[config.mk]
export PLATFORM = sky130hd
export DESIGN_NAME = cmd_encoder
export DESIGN_NICKNAME = d
export VERILOG_FILES = /design/src/rtl/tama_pkg.sv /design/src/rtl/btn_debounce.sv /design/src/rtl/cmd_encoder.sv
export SDC_FILE = /design/constraint.sdc
export NUM_CORES = 1
export LEC_CHECK = 0
export CAP_MARGIN = 5
export CORE_ASPECT_RATIO = 1.5
export CORE_MARGIN = 8
export CORE_UTILIZATION = 53
export CTS_CLUSTER_SIZE = 28
export DETAILED_ROUTE_END_ITERATION = 8
export PLACE_DENSITY_LB_ADDON = 0.15
export SLEW_MARGIN = 20
export SYNTH_ARGS = -nofsm -noshare
export SYNTH_HDL_FRONTEND = slang
export SYNTH_SLANG_ARGS = --single-unit
[constraint.sdc]
create_clock -name clk -period 5.1 [get_ports clk]
set_clock_uncertainty 0.05 [all_clocks]
set_input_delay 1.02 -clock clk [delete_from_list [all_inputs] [get_ports clk]]
set_output_delay 1.02 -clock clk [all_outputs]
set_load 0.005 [all_outputs]
[src/rtl/tama_pkg.sv]
// Shared command codes, button-to-code mapping and encoder FSM states
// for the pet-stats command bus.
package tama_pkg;

  localparam logic [7:0] CMD_NONE   = 8'h00;
  localparam logic [7:0] CMD_EAT    = 8'h65;
  localparam logic [7:0] CMD_PLAY   = 8'h70;
  localparam logic [7:0] CMD_DOCTOR = 8'h64;
  localparam logic [7:0] CMD_BATH   = 8'h62;
  localparam logic [7:0] CMD_SLEEP  = 8'h73;
  localparam logic [7:0] CMD_TALK   = 8'h74;
  localparam logic [7:0] CMD_WAKE   = 8'h77;

  localparam int NUM_BTN = 7;

  typedef enum logic [1:0] {
    ST_IDLE = 2'd0,
    ST_HOLD = 2'd1,
    ST_GAP  = 2'd2
  } state_t;

  function automatic logic [7:0] btn_code(input int idx);
    logic [7:0] code;
    case (idx)
      0:       code = CMD_EAT;
      1:       code = CMD_PLAY;
      2:       code = CMD_DOCTOR;
      3:       code = CMD_BATH;
      4:       code = CMD_SLEEP;
      5:       code = CMD_TALK;
      6:       code = CMD_WAKE;
      default: code = CMD_NONE;
    endcase
    return code;
  endfunction

  function automatic logic is_legal_cmd(input logic [7:0] b);
    logic legal;
    legal = 1'b0;
    for (int i = 0; i < NUM_BTN; i++) begin
      if (b == btn_code(i)) legal = 1'b1;
    end
    return legal;
  endfunction

endpackage

[src/rtl/btn_debounce.sv]
// One button channel: 2-flop synchronizer, stability-count debouncer and
// a single-cycle pulse on each accepted rising level.
module btn_debounce #(
  parameter int DEBOUNCE_CYCLES = 270000
) (
  input  logic clk,
  input  logic rst_n,
  input  logic btn_raw,
  output logic press
);

  localparam int CW = (DEBOUNCE_CYCLES > 1) ? $clog2(DEBOUNCE_CYCLES) : 1;

  logic          sync1_reg;
  logic          sync2_reg;
  logic          level_reg;
  logic          press_reg;
  logic [CW-1:0] cnt_reg;

  always_ff @(posedge clk or negedge rst_n) begin
    if (!rst_n) begin
      sync1_reg <= 1'b0;
      sync2_reg <= 1'b0;
      level_reg <= 1'b0;
      press_reg <= 1'b0;
      cnt_reg   <= '0;
    end else begin
      sync1_reg <= btn_raw;
      sync2_reg <= sync1_reg;
      press_reg <= 1'b0;
      // Any cycle agreeing with the accepted level restarts the count.
      if (sync2_reg == level_reg) begin
        cnt_reg <= '0;
      end else if (cnt_reg == CW'(DEBOUNCE_CYCLES - 1)) begin
        cnt_reg   <= '0;
        level_reg <= sync2_reg;
        press_reg <= sync2_reg;
      end else begin
        cnt_reg <= cnt_reg + 1'b1;
      end
    end
  end

  assign press = press_reg;

endmodule

[src/rtl/cmd_encoder.sv]
// Arbitrates debounced buttons and UART bytes onto the command bus, holding
// each code for a fixed time followed by a mandatory zero release gap.
module cmd_encoder
  import tama_pkg::*;
#(
  parameter int DEBOUNCE_CYCLES = 270000,
  parameter int HOLD_CYCLES     = 16,
  parameter int GAP_CYCLES      = 16
) (
  input  logic                 clk,
  input  logic                 rst_n,
  input  logic [NUM_BTN-1:0]   btn,
  input  logic [7:0]           uart_data,
  input  logic                 uart_valid,
  output logic [7:0]           cmd,
  output logic                 busy,
  output logic                 dropped
);

  localparam int CNT_MAX = (HOLD_CYCLES > GAP_CYCLES) ? HOLD_CYCLES : GAP_CYCLES;
  localparam int CW      = (CNT_MAX > 1) ? $clog2(CNT_MAX) : 1;

  logic [NUM_BTN-1:0] press;
  logic [NUM_BTN-1:0] btn_pend_reg, btn_pend_next, clr_btn;
  logic               uart_pend_reg, uart_pend_next, clr_uart;
  logic [7:0]         uart_byte_reg, uart_byte_next;
  state_t             state_reg, state_next;
  logic [CW-1:0]      cnt_reg, cnt_next;
  logic [7:0]         cmd_reg, cmd_next;
  logic               busy_reg, busy_next;
  logic               dropped_reg, dropped_next;
  logic               win_found;
  logic [7:0]         win_code;

  genvar gi;
  generate
    for (gi = 0; gi < NUM_BTN; gi++) begin : g_btn
      btn_debounce #(
        .DEBOUNCE_CYCLES(DEBOUNCE_CYCLES)
      ) u_debounce (
        .clk    (clk),
        .rst_n  (rst_n),
        .btn_raw(btn[gi]),
        .press  (press[gi])
      );
    end
  endgenerate

  // Wake outranks everything, then buttons by index, then the UART slot.
  always_comb begin
    win_found = 1'b0;
    win_code  = CMD_NONE;
    clr_btn   = '0;
    clr_uart  = 1'b0;
    if (state_reg == ST_IDLE) begin
      if (btn_pend_reg[6]) begin
        win_found  = 1'b1;
        win_code   = btn_code(6);
        clr_btn[6] = 1'b1;
      end
      for (int i = 0; i < 6; i++) begin
        if (!win_found && btn_pend_reg[i]) begin
          win_found  = 1'b1;
          win_code   = btn_code(i);
          clr_btn[i] = 1'b1;
        end
      end
      if (!win_found && uart_pend_reg) begin
        win_found = 1'b1;
        win_code  = uart_byte_reg;
        clr_uart  = 1'b1;
      end
    end
  end

  // A slot being consumed this edge counts as free, so a new set wins.
  always_comb begin
    dropped_next   = 1'b0;
    btn_pend_next  = btn_pend_reg & ~clr_btn;
    for (int i = 0; i < NUM_BTN; i++) begin
      if (press[i]) begin
        if (btn_pend_next[i]) dropped_next = 1'b1;
        else                  btn_pend_next[i] = 1'b1;
      end
    end
    uart_pend_next = uart_pend_reg & ~clr_uart;
    uart_byte_next = uart_byte_reg;
    if (uart_valid && is_legal_cmd(uart_data)) begin
      if (uart_pend_next) begin
        dropped_next = 1'b1;
      end else begin
        uart_pend_next = 1'b1;
        uart_byte_next = uart_data;
      end
    end
  end

  always_comb begin
    state_next = state_reg;
    cnt_next   = cnt_reg;
    cmd_next   = cmd_reg;
    case (state_reg)
      ST_IDLE: begin
        cmd_next = CMD_NONE;
        if (win_found) begin
          cmd_next   = win_code;
          cnt_next   = CW'(HOLD_CYCLES - 1);
          state_next = ST_HOLD;
        end
      end
      ST_HOLD: begin
        if (cnt_reg == '0) begin
          cmd_next   = CMD_NONE;
          cnt_next   = CW'(GAP_CYCLES - 1);
          state_next = ST_GAP;
        end else begin
          cnt_next = cnt_reg - 1'b1;
        end
      end
      ST_GAP: begin
        cmd_next = CMD_NONE;
        if (cnt_reg == '0) state_next = ST_IDLE;
        else               cnt_next   = cnt_reg - 1'b1;
      end
      default: begin
        state_next = ST_IDLE;
        cnt_next   = '0;
        cmd_next   = CMD_NONE;
      end
    endcase
    busy_next = (state_next != ST_IDLE) || (|btn_pend_next) || uart_pend_next;
  end

  always_ff @(posedge clk or negedge rst_n) begin
    if (!rst_n) begin
      state_reg     <= ST_IDLE;
      cnt_reg       <= '0;
      cmd_reg       <= CMD_NONE;
      busy_reg      <= 1'b0;
      dropped_reg   <= 1'b0;
      btn_pend_reg  <= '0;
      uart_pend_reg <= 1'b0;
      uart_byte_reg <= CMD_NONE;
    end else begin
      state_reg     <= state_next;
      cnt_reg       <= cnt_next;
      cmd_reg       <= cmd_next;
      busy_reg      <= busy_next;
      dropped_reg   <= dropped_next;
      btn_pend_reg  <= btn_pend_next;
      uart_pend_reg <= uart_pend_next;
      uart_byte_reg <= uart_byte_next;
    end
  end

  assign cmd     = cmd_reg;
  assign busy    = busy_reg;
  assign dropped = dropped_reg;

endmodule

Yosys cells after proc, flatten, opt, wreduce, memory -nomap -nowiden --
Cells that the tools add are included.
Cells by class: muxes and demuxes 103, $add $sub $neg 8, reduce and logical (&&, ||, !) cells 30, bitwise gates (word level) 12, eq/ne operators 26
Operators by type and width (number):
- 2-to-1 mux 19 bit | 14
- adder 19 x 1 -> 19 bit (second input constant) | 7
- == test 19 bit (second input constant) | 7
- 2-to-1 mux 8 bit | 9
- 2-to-1 mux 1 bit | 69
- == test 8 x 7 -> 1 bit (second input constant) | 7
- AND reduction 2 bit | 9
- one-hot mux 8 bit (2 select lines) | 1
- 2-to-1 mux 7 bit | 2
- 2-to-1 mux 4 bit | 3
- one-hot mux 4 bit (3 select lines) | 1
- NOT 1 bit | 9
- logical AND 1 bit | 8
- bitwise AND 7 bit | 1
- == test 1 bit | 7
- logical NOT 1 bit | 7
- NOT 7 bit | 1
- OR reduction 7 bit | 1
- 2-to-1 mux 2 bit | 3
- != test 2 bit (second input constant) | 3
- one-hot mux 2 bit (3 select lines) | 1
- logical NOT 4 bit | 1
- subtractor 4 x 1 -> 4 bit (second input constant) | 1
- == test 2 x 1 -> 1 bit (second input constant) | 1
- 5 further kinds | 6
Word-level totals: register bits after elaboration 193, output and inout port bits 10, bits of input ports 18

Depth between registers and ports, before layout --
depth after elaboration 44, depth in mapped cells 7, gate-level depth less buffers 6

Cells and area by module --
From an unflattened synthesis, not the netlist that was laid out.
Unflattened totals: cells, all modules 888, area total of the unflattened synthesis 9684.3 um^2
Modules (own cells, without submodules):
- btn_debounce | cells an instance 103, times used 7, area an instance 1139.8 um^2
- cmd_encoder | cells an instance 167, times used 1, area an instance 1705.4 um^2

Worst setup path before layout --
OpenSTA, ideal clock, no wires.
path kind in2reg, start point in uart_data[0], end point reg busy_reg (netlist: busy), arrival time 2.256 ns, required time 4.912 ns, slack 2.656 ns, buffers on the path 0, stages 4, cell sequence and2b_1 > o32ai_1 > o21ai_1 > or4b_1
Between the ends: cells in the longest elaborated chain, start to end 11
RTL lines:
- start, declared | line cmd_encoder.sv:13 | input logic [7:0] uart_data,
- == test 8 x 7 -> 1 bit | line tama_pkg.sv:41 | if (b == btn_code(i)) legal = 1'b1;
- 2-to-1 mux 1 bit (6 in a row) | line tama_pkg.sv:41
- 2-to-1 mux 1 bit (*) | line tama_pkg.sv:41
- logical AND 1 bit (*) | line cmd_encoder.sv:88 | if (uart_valid && is_legal_cmd(uart_data)) begin
- 2-to-1 mux 1 bit (*) | line cmd_encoder.sv:88
- via uart_pend_next | line cmd_encoder.sv:25 | logic uart_pend_reg, uart_pend_next, clr_uart;
- logical OR 1 bit (*) | line cmd_encoder.sv:131 | busy_next = (state_next != ST_IDLE) || (|btn_pend_next) || uart_pend_next;
- via busy_next | line cmd_encoder.sv:30 | logic busy_reg, busy_next;
- end signal, assigned | line cmd_encoder.sv:148 | busy_reg <= busy_next;
- end, declared | line cmd_encoder.sv:30
The timed path passes the listed nets; every way through them passes the cells marked *. A chain may end at the register's enable or synchronous reset.

Final worst setup path --
Ends and elaborated chain as after synthesis.

==> reports/qor.csv <==
metric;value;unit
run_status;finished clean;
fmax;367.1;MHz
slew_viol_final;0;
crit_fanout;4;
cts_hold_buf;0;
synth_nets;914;
holdWs;302.7;ps
grt_pass1_wl;30500;um
fin_util;60.65;%
largest_reg_flops;133;
yosys_warnings;0;
cts-root-buf;clkbuf_16;
worstPathArrival;2980;ps
synth_commonest_cells;193 x dfrtp_1, 130 x nor2_1, 60 x xor2_1;
worst_pin_slew;960.7;ps
totalWireLength;17440;um
vias;6556;
antenna_found_initial;0;
ys_types;62;
drcViolationCount;0;
areaGrowthSynthToFinish;12.07;%
endpoint_kind;register;
crit_path_start_kind;input port;
cts.clk_slew.worst_paths;70;ps
ant_nets;0;
place.gp.congestion;0.8359;
cts_buffers;17;
setup_ws;2376;ps
timing.final.crit_period;2724;ps
rows;58;
avgViaCountPerCell;5.797;
dp_hpwl;12100;um
ios;28;
postCtsSetupBuffers;0;
ctsResizeCount;0;
synth_top_area_share;53.01;%
synth_seq_cells;193;
hold_path.class;reg2reg;
start_util;54.12;%
max-vdd-ir-drop;0.2224;mV
drt-initial-drc-count;350;
period_share;53.41;%
cts_tree;done;
ys_seq_area_share;53.01;%
fin_setup_tns;0;ps
synthTopCellsByArea;dfrtp_1 53%, xor2_1 5.8%, nor2_1 5.4%;
clk_latency;430;ps
htreeDepth;4;
maxCapViolCount;0;
syn_area;9111;um2
detail_route.wl_per_cell;15.42;um
powerDensity;318.7;nW/um2
final_layout_size_suffix_gt1_share;7.818;%
p_leak;4.345;nW
clk_path_buf_depth;2;
yosysMostFrequentCell;dfrtp_1;
synth-edff-count;0;
rsz0062_at_grt;false;
dp_worst_setup_slack;1926;ps
insertedDiodeCount;0;
yosysTopAreaCell;dfrtp_1;
finalNetCount;934;
grt_max_degree;125;
cts_sinks;193;
grt_use_total;17.13;%
die_w;123.1;um
hold_viol_final;0;
required;5350;ps
async_reset_ff_share;100.0;%
port-buffer-count;27;
synth_flop_cell;dfrtp_1;
dieArea;21730;um2
synthesis.instances;888;
syn-mean-instance-area;10.26;um2
setup_violations;0;
gr-total-overflow;0;
fp.coreArea;16840;um2
crit_type;in2reg;
grt_pass1_vias;6697;
firstDrtPassIters;5;
relSlewSlack;35.81;%
die_height;176.6;um
## where the power goes
part | switching, mW | internal [mW] | leakage (nW) | total [mW]
clock network | 0.569 | 0.764 | 0.298 | 1.33
logic | 0.157 | 0.119 | 1.43 | 0.277
registers | 0.0605 | 1.58 | 2.62 | 1.64
## layer usage
metal	share of wire, %	global-route usage [%]	vias up
li1	-	-	3204
met4	1.6	6.599	0
met3	2.7	3.454	25
met1	42	19.74	3236
met2	53	30.33	91
met5	0	0	-
## cells by family (layout without fill, tap and decap cells)
kind of cell             count (synthesis)  after routing  share of synthesized area, %
flip-flops                             193            193                         53.01
XOR/XNOR                               105            105                         10.09
AND/OR/NAND/NOR                        415            415                         24.51
multiplexers                            10             10                         1.401
adder cells (fa/ha/maj)                  8              8                         1.099
buffers and inverters                   52             85                         2.293
AO/OA/AOI/OAI                          105            105                         7.594
## critical path, cell delays in order
cell	delay, ps
clkdlybuf4s50_1	550
and2b_1	210
o32ai_1	550
o21ai_1	140
or4b_1	510
## path summary, 6_finish.rpt
check / startpoint / to / slack (ps) / depth (start not counted)
max in group asynchronous: rst_n / g_btn[0].u_debounce.cnt_reg[8] / 3830 / 2
setup / recovery: uart_data[0] / busy / 2380 / 5
setup reg to reg: cnt_reg[0] / busy / 2420 / 6
hold / removal: g_btn[1].u_debounce.sync1_reg / g_btn[1].u_debounce.sync2_reg / 300 / 0
min in group asynchronous: rst_n / cmd[5] / 440 / 1
hold reg to reg: g_btn[1].u_debounce.sync1_reg / g_btn[1].u_debounce.sync2_reg / 300 / 0
## layout by cell type, fill, tap and decap left out, types with 7 or more instances in the layout
cell type        instances
nor2_1                 130
and3_1                  13
ha_1                     8
inv_1                   21
nor4_1                  23
clkbuf_16               17
clkdlybuf4s50_1         26
xnor2_1                 45
and4_1                  21
dfrtp_1                193
xor2_1                  60
a21oi_1                 29
nand3_1                 49
or3_1                   23
nand4_1                 41
nor3_1                  16
o21ai_0                 35
nand2_1                 42
nor4b_1                  7
## stage by stage
stage          power, mW  instances  instance area, um2
2_1_floorplan      1.834        888                9111
3_3_place_gp       1.929       1098                9560
3_5_place_dp       1.948       1098                9582
4_1_cts            3.292       1130               10180
5_1_grt            3.398       1131               10210
6_report           3.254       1131               10210
## final cells by class
class	count	area [um2]
inverter	21	78.83
multi-input combinational	643	4099
sequential	193	4830
timing repair buffer	32	344.1
clock buffer	20	466.7
tap	210	262.8
fill	1400	6625
clock inverter	12	130.1
Note: power is estimated with default switching activity, not from simulation.
